## config.mk

```make
export PLATFORM = sky130hd
export DESIGN_NAME = vga_pattern_gen
export DESIGN_NICKNAME = d
export VERILOG_FILES = /design/src/rtl/vga_pkg.sv /design/src/rtl/vga_box_mover.sv /design/src/rtl/vga_pattern_gen.sv
export SDC_FILE = /design/constraint.sdc
export NUM_CORES = 1
export LEC_CHECK = 0
export CORE_MARGIN = 2
export CORE_UTILIZATION = 40
export CTS_BUF_LIST = sky130_fd_sc_hd__clkbuf_8
export CTS_CLUSTER_SIZE = 40
export DETAILED_ROUTE_END_ITERATION = 16
export PLACE_DENSITY_LB_ADDON = 0.2
export REMOVE_ABC_BUFFERS = 1
export SLEW_MARGIN = 30
export SYNTH_ARGS = -nofsm -noshare
export SYNTH_HDL_FRONTEND = slang
export SYNTH_HIERARCHICAL = 1
export SYNTH_SLANG_ARGS = --single-unit
```

## constraint.sdc

```tcl
create_clock -name CLK -period 5.35 [get_ports CLK]
set_input_delay 0.535 -clock CLK [delete_from_list [all_inputs] [get_ports CLK]]
set_output_delay 0.535 -clock CLK [all_outputs]
set_load 0.05 [all_outputs]
```

## src/rtl/vga_pkg.sv

```systemverilog
// Shared constants for the VGA pattern generator: channel width, pattern
// codes, colour-bar table and the per-axis box state.
package vga_pkg;

  localparam int CHAN_W = 8;

  typedef enum logic [2:0] {
    PAT_BLACK = 3'd0,
    PAT_BARS  = 3'd1,
    PAT_CHECK = 3'd2,
    PAT_GRAD  = 3'd3,
    PAT_BOX   = 3'd4
  } pat_e;

  typedef struct packed {
    logic [CHAN_W-1:0] r;
    logic [CHAN_W-1:0] g;
    logic [CHAN_W-1:0] b;
  } rgb_t;

  // Bar colours, index 0 (leftmost) .. 7 (rightmost); element 0 is the LSB slice.
  localparam logic [7:0][3*CHAN_W-1:0] BAR_TABLE = {
    24'h000000,  // 7 black
    24'h0000FF,  // 6 blue
    24'hFF0000,  // 5 red
    24'hFF00FF,  // 4 magenta
    24'h00FF00,  // 3 green
    24'h00FFFF,  // 2 cyan
    24'hFFFF00,  // 1 yellow
    24'hFFFFFF   // 0 white
  };

  // One axis of the bouncing box: position and direction (1 = increasing).
  typedef struct packed {
    logic [11:0] pos;
    logic        dir;
  } axis_t;

endpackage

```

## src/rtl/vga_box_mover.sv

```systemverilog
// Bouncing-box position tracker; both axes advance once per frame start.
module vga_box_mover
  import vga_pkg::*;
#(
  parameter int BOX_SIZE = 32,
  parameter int BOX_STEP = 2
) (
  input  logic        CLK,
  input  logic        RST,
  input  logic        frame_start,
  input  logic [11:0] h_res,
  input  logic [11:0] v_res,
  output logic [11:0] BOX_X,
  output logic [11:0] BOX_Y
);

  axis_t x_q, x_d, y_q, y_d;

  // 13-bit arithmetic so pos+size+step never wraps.
  function automatic axis_t axis_next(input axis_t cur, input logic [11:0] res);
    logic [12:0] pos13, res13;
    axis_t       nxt;
    pos13 = {1'b0, cur.pos};
    res13 = {1'b0, res};
    nxt   = cur;
    if (pos13 + 13'(BOX_SIZE) > res13) begin
      // Resolution shrank under the box: restart from the origin.
      nxt.pos = '0;
      nxt.dir = 1'b1;
    end else if (cur.dir && (pos13 + 13'(BOX_SIZE) + 13'(BOX_STEP) > res13)) begin
      nxt.dir = 1'b0;
      nxt.pos = (pos13 < 13'(BOX_STEP)) ? '0 : cur.pos - 12'(BOX_STEP);
    end else if (!cur.dir && (pos13 < 13'(BOX_STEP))) begin
      nxt.dir = 1'b1;
      nxt.pos = cur.pos + 12'(BOX_STEP);
    end else if (cur.dir) begin
      nxt.pos = cur.pos + 12'(BOX_STEP);
    end else begin
      nxt.pos = cur.pos - 12'(BOX_STEP);
    end
    return nxt;
  endfunction

  // Next box state: move only at frame start.
  always_comb begin
    x_d = x_q;
    y_d = y_q;
    if (frame_start) begin
      x_d = axis_next(x_q, h_res);
      y_d = axis_next(y_q, v_res);
    end
  end

  // Box state registers.
  always_ff @(posedge CLK or posedge RST) begin
    if (RST) begin
      x_q <= '{pos: 12'd0, dir: 1'b1};
      y_q <= '{pos: 12'd0, dir: 1'b1};
    end else begin
      x_q <= x_d;
      y_q <= y_d;
    end
  end

  assign BOX_X = x_q.pos;
  assign BOX_Y = y_q.pos;

endmodule

```

## src/rtl/vga_pattern_gen.sv

```systemverilog
// Test-pattern generator: colour bars, checkerboard, gradient and bouncing
// box, one registered pixel stage behind the timing generator.
module vga_pattern_gen
  import vga_pkg::*;
#(
  parameter int BOX_SIZE = 32,
  parameter int BOX_STEP = 2,
  parameter int CHK_LOG2 = 5
) (
  input  logic              CLK,
  input  logic              RST,
  input  logic [2:0]        PAT_SEL,
  input  logic [11:0]       H_RES,
  input  logic [11:0]       V_RES,
  input  logic              DISP_ACTIVE,
  input  logic              VSYNC,
  input  logic [11:0]       XPOS,
  input  logic [11:0]       YPOS,
  output logic [CHAN_W-1:0] R,
  output logic [CHAN_W-1:0] G,
  output logic [CHAN_W-1:0] B,
  output logic              DE_OUT,
  output logic [15:0]       FRAME_CNT
);

  logic        vsync_q, vsync_d;
  logic [15:0] frame_cnt_q, frame_cnt_d;
  logic [2:0]  pat_q, pat_d;
  rgb_t        rgb_q, rgb_d;
  logic        de_q, de_d;
  logic        frame_start;
  logic [11:0] box_x, box_y;

  assign frame_start = VSYNC & ~vsync_q;

  vga_box_mover #(
    .BOX_SIZE(BOX_SIZE),
    .BOX_STEP(BOX_STEP)
  ) u_box (
    .CLK        (CLK),
    .RST        (RST),
    .frame_start(frame_start),
    .h_res      (H_RES),
    .v_res      (V_RES),
    .BOX_X      (box_x),
    .BOX_Y      (box_y)
  );

  // Frame bookkeeping: pattern and counter change only at frame start.
  always_comb begin
    vsync_d     = VSYNC;
    frame_cnt_d = frame_cnt_q;
    pat_d       = pat_q;
    if (frame_start) begin
      frame_cnt_d = frame_cnt_q + 16'd1;
      pat_d       = PAT_SEL;
    end
  end

  // Pixel colour for the current coordinate, blanked outside active video.
  always_comb begin
    logic [11:0] bar_w;
    logic [2:0]  bar_idx;
    logic        in_box;
    rgb_t        pix;
    bar_w   = H_RES >> 3;
    bar_idx = 3'd0;
    for (int k = 1; k < 8; k++) begin
      if ({3'b000, XPOS} >= 15'(k) * {3'b000, bar_w}) bar_idx = 3'(k);
    end
    in_box = (XPOS >= box_x) && ({1'b0, XPOS} < {1'b0, box_x} + 13'(BOX_SIZE)) &&
             (YPOS >= box_y) && ({1'b0, YPOS} < {1'b0, box_y} + 13'(BOX_SIZE));
    pix = '0;
    case (pat_q)
      PAT_BARS:  pix = BAR_TABLE[bar_idx];
      PAT_CHECK: pix = (XPOS[CHK_LOG2] ^ YPOS[CHK_LOG2]) ? 24'hFFFFFF : 24'h000000;
      PAT_GRAD:  pix = '{r: XPOS[7:0], g: YPOS[7:0], b: frame_cnt_q[7:0]};
      PAT_BOX:   pix = in_box ? 24'hFFFFFF : 24'h0000FF;
      default:   pix = '0;
    endcase
    rgb_d = DISP_ACTIVE ? pix : '0;
    de_d  = DISP_ACTIVE;
  end

  // State and output registers.
  always_ff @(posedge CLK or posedge RST) begin
    if (RST) begin
      vsync_q     <= 1'b0;
      frame_cnt_q <= '0;
      pat_q       <= PAT_BLACK;
      rgb_q       <= '0;
      de_q        <= 1'b0;
    end else begin
      vsync_q     <= vsync_d;
      frame_cnt_q <= frame_cnt_d;
      pat_q       <= pat_d;
      rgb_q       <= rgb_d;
      de_q        <= de_d;
    end
  end

  assign R         = rgb_q.r;
  assign G         = rgb_q.g;
  assign B         = rgb_q.b;
  assign DE_OUT    = de_q;
  assign FRAME_CNT = frame_cnt_q;

endmodule

```

==> After elaboration in Yosys (flattened, before gate mapping) <==
Memory sizes are Yosys's and may differ from the RTL's.
Cells that the tools add are included.
{ "word_totals": {"mem_count": 1, "ff_bits": 71, "romBits": 192} }
{ "memory_table": {"columns": ["name", "words", "word_bits", "read_ports", "rd_ports_with_merged_regs", "wr", "line", "source"], "rows": [
  ["(name not given)", 8, 24, 1, 0, 0, "vga_pattern_gen.sv:75", "PAT_BARS: pix = BAR_TABLE[bar_idx];"]
]} }
{ "op_classes": {"n_reduce_logical": 13, "muxes": 24, "n_addsub": 9, "n_mul": 4, "bitwise_logic": 3, "magnitude_cmp": 18, "n_eq_ne": 4} }
{ "op_table": {"columns": ["cell", "count"], "rows": [
  ["$mux W24", 4],
  ["$pmux W24 S4", 1],
  ["$mux W12", 6],
  ["$ge A12 B12 Y1", 5],
  ["$gt A13 B12 Y1", 4],
  ["$mux W13", 4],
  ["$add A12 B6 Y13 const B", 2],
  ["$add A13 B2 Y13 const B", 2],
  ["$lt A12 B13 Y1", 2],
  ["$add A12 B2 Y12 const B", 2],
  ["$ge A12 B11 Y1", 2],
  ["$lt A12 B2 Y1 const B", 2],
  ["$mul A3 B9 Y12 const A", 2],
  ["$sub A12 B2 Y12 const B", 2],
  ["$mul A2 B9 Y11 const A", 2],
  ["$mux W3", 6],
  ["$add A16 B1 Y16 const B", 1],
  ["$ge A12 B10 Y1", 1],
  ["$ge A12 B9 Y1", 1],
  ["$logic_and A1 B1 Y1", 7],
  ["$eq A3 B2 Y1 const B", 2],
  ["$reduce_bool A3 Y1", 2],
  ["$lt A3 B4 Y1 const B", 1],
  ["$reduce_and A2 Y1", 2],
  ["other kinds (7)", 10]
]} }

==> Logic depth before layout (Yosys ltp) <==
{ "depth": {"depth_word": 12, "depth_mapped": 20, "depth_no_buf": 19} }

==> Hierarchy <==
Netlist, hierarchy kept.
{ "by_module_without_submodules": {"columns": ["module", "area_each_um2", "cells_per_inst", "n_inst", "seq_area_each_um2"], "rows": [
  ["vga_pattern_gen", 5799.3, 650, 1, 1126.1],
  ["vga_box_mover", 3901.2, 489, 1, 603.1]
]} }

==> Worst setup path before layout <==
OpenSTA, ideal clock, no wires.
{ "synth_path": {"kind": "input-to-reg", "startpoint": "input port H_RES[3]", "endpoint": "register rgb_q, in the netlist G[0]", "cell_stages": 19, "n_path_buf": 0, "arrival_ns": 3.998, "setup_ns": 0.072, "slack_ns": 1.280, "cell_sequence": "fa_1 -> ha_1 -> inv_1 -> fa_1 -> nor2b_1 -> o21ai_1 -> a21oi_1 -> o21ai_1 -> nand2b_1 -> a21o_1 -> a21oi_1 -> xor2_1 -> ha_1 -> and4_1 -> nand2_1 -> nand4_1 -> nor2_1 -> nand4_4 -> nand3_2"} }
{ "synth_rtl": {"columns": ["element", "line", "source"], "rows": [
  ["start, declared", "vga_pattern_gen.sv:13", "input logic [11:0] H_RES,"],
  ["end signal, assigned", "vga_pattern_gen.sv:97", "rgb_q <= rgb_d;"],
  ["end, declared", "vga_pattern_gen.sv:29", "rgb_t rgb_q, rgb_d;"]
]} }

==> metrics <==
status finished, final reports clean; dominant cell type by area after synthesis ha_1; post-synthesis sequential area ratio 17.83%; CTS tree done; number of global-route vias before repair 7,995; first-pass GRT wire length 41.12 mm; Worst EP arrival 5.06 ns; cell count after synthesis 1,139; Slew @ Worst Pin 0.8893 ns; Crit Path Category input port to flip-flop; Nets 1,454; setup bufs post-CTS 0; top cells by area, synth ha_1, dfrtp_1, xnor2_1; worst r2r dst u_box/BOX_Y[5]; Post-Synth Simple-Gate Area 18.90%; r2r setup slk 0.98 ns; setup tns final 0 ns; CTS root buffer clkbuf_8; # port buffers 95; top cell type's share of synthesized area 24.38%; ys async rst share 100.0%; CTS Buf Count 9; critical path's most frequent cell a21oi_1; 1st-iter DRT viols 408; CTS max path bufs 2; Post-Synth Adder-Cell Area 26.76%; Worst Setup SP H_RES[5]; Post-synth EDFFs 0; crit end category flip-flop; unrepaired setup endpoints after global routing false; Synth Area in XOR/XNOR 6.759%; Slew Limit Fails 0; warnings from Yosys 6; WP buf/inv 1; mapped cell area 9701 sq um; Final HPWL DP 19.46 mm; pin count of the biggest net entering global routing 46; hold buffers post-CTS 0; FF-to-FF path depth 15; fill count 2,310; crit-path cells clkdlybuf4s50_1 -> fa_1 -> ha_1 -> a21o_1 -> a21oi_1 -> o21ai_1 -> a21oi_1 -> o21bai_1 -> a21oi_1 -> nor2_1 -> a211oi_1 -> ha_1 -> and4_1 -> nand2_1 -> nand4_1 -> nor2_1 -> nand4_4 -> nand3_2; Hold Violations, Final 0; clk slew on worst S/H paths 0.09 ns; initial core utilization 41.08%; CTS H-tree lvls 3; drt wl/cell 16.20 um; ANT nets after route 0; fraction of layout cells with a size suffix above 1 6.146%; Inst Count DP 1,507; LEAKAGE 5.220 nW; VDD IR max 0.1845 mV; Critical Path RT 5.63 ns; initial antenna violation count 0; gpl congestion 0.8479; Area growth syn-to-layout 12.83%; Sink Count 69; area of the core 23,610 sq um; detailed-router iteration count before antenna repair 5; Distinct cells, synth 94; drt via density 5.469; critical path endpoint G[0]; Slew headroom 40.67%; post-synthesis compound-gate area fraction 19.37%; Slowest-stage cell, CP clkdlybuf4s50_1; via count 8,329; total grt overflow 0; post-CTS resize count 0; Die W 159.7 um; crit path max fanout 10; crit share post-route 89.24%; skew final 0.01569 ns; Layout Cells excl Fill 1,523; DR DRC count 0; multiplexer share of the synthesized area 2.399%; post-layout util 46.35%; delay-heaviest family, CP compound AO/OA/AOI/OAI gates; Crit path depth 18; r2r startpoint u_box/BOX_Y[5]; fmax 209.5 MHz; ant diodes 0; Max Cap Viol 0; biggest cell delay along the critical path 0.81 ns; Synth Flop Type dfrtp_1; final setup vio count 0; Post-Syn Area per Cell 8.517 sq um; Clk Latency, worst-skew pair 0.36 ns; Startpoint Class input port; die footprint 25,510 sq um; Pwr Density 318.2 nW/um^2; largest family of logic cells by synthesized area adder cells; HP Class flip-flop to flip-flop; Ports 96; post-layout min period 4.774 ns; Die Y 159.7 um; Post-Route WL 24.68 mm; total track usage 19.40%; #FFs+latches synth 69; row count 56
[metal layers]
layer	vias up	share of wire [%]	GRT usage (%)
met5	-	0	0
met4	0	0.69	3.678
met3	10	3.2	2.364
met2	148	44	30.50
met1	3970	52	28.64
li1	4201	-	-
[state kept, by name, summed over array words and instances, names as in the netlist]
name,flops
FRAME_CNT,16
u_box/BOX_X,11
u_box/BOX_Y,11
B,8
G,8
R,8
pat_q,3
DE_OUT,1
u_box/x_q,1
u_box/y_q,1
vsync_q,1
[worst register-to-register path: stages, from the launching register on]
cell and delay (ns):
dfrtp_1 0.40, ha_1 0.33, xor2_1 0.43, nand2_2 0.15, a2111oi_4 0.42, xnor2_1 0.14
ha_1 0.33, nand3_1 0.11, or3_1 0.38, o2111ai_1 0.33, a221oi_2 0.12, buf_4 0.18
a21oi_4 0.37, mux2i_1 0.16, nor2b_1 0.16, o31a_1 0.26
[how the worst min path moves through the flow]
stage	from	end	slack, ns	cells past startpoint
finish	FRAME_CNT[15]	FRAME_CNT[15]	0.48	1
global route	FRAME_CNT[14]	FRAME_CNT[14]	0.52	1
CTS	FRAME_CNT[15]	FRAME_CNT[15]	0.48	1
detailed placement	FRAME_CNT[15]	FRAME_CNT[15]	0.47	1
global placement	FRAME_CNT[15]	FRAME_CNT[15]	0.46	1
floorplan	pat_q[0]	pat_q[0]	0.53	1
[kinds of logic after synthesis]
kind of cell	count (synthesis)
simple gates	342
compound gates	262
fa+ha+maj	201
buf+inv	168
xor+xnor	74
flops	69
mux	22
other cells	1
[cell usage after synthesis (17+ instances only)]
cell     number
dfrtp_1      67
nand2_1      79
nor3_1       33
inv_1       108
nand3_1      53
nor2_1       47
nand4_1      17
xor2_1       22
ha_1        189
buf_4        26
o21ai_0      29
nor2b_1      18
a21o_1       24
xnor2_1      51
o21ai_1      18
a21oi_1      73
[cell usage in the layout, fill, tap and decap left out, types with 18 or more instances in the layout]
cell               n
nand3_1           53
a21oi_1           73
o21ai_0           29
dfrtp_1           67
nand2_1           79
xor2_1            22
xnor2_1           51
nor3_1            33
clkdlybuf4s50_1   95
nor2_1            47
a21o_1            24
ha_1             189
o21ai_1           18
inv_1            107
[through the flow]
stage,area [sq um],setup WS [ns],power (mW),hold slack (ns)
final,10950,0.5759,3.483,0.4769
after global routing,10950,0.2688,3.831,0.5170
after CTS,10940,0.5971,3.506,0.4785
after detailed placement,10770,0.2143,3.090,0.4654
after global placement,10770,0.3505,3.055,0.4608
after floorplan,9358,1.272,2.457,0.5338
[layout make-up]
cell class | count | area [sq um] | area share, %
Timing Repair Buffer | 103 | 1011 | 9.236
Clock buffer | 9 | 123.9 | 1.132
Sequential cell | 69 | 1729 | 15.80
Clock inverter | 7 | 50.05 | 0.4572
Multi-Input combinational cell | 903 | 7207 | 65.84
Inverter | 113 | 425.4 | 3.887
Tap cell | 319 | 399.1 | 3.647
[report_power, final]
part	switching (mW)	total, mW	internal, mW
Sequential	0.264	0.896	0.632
Clock	0.225	0.395	0.170
Combinational	1.24	2.19	0.947
Total	1.73	3.48	1.75
(Power assumes the default switching activity.)
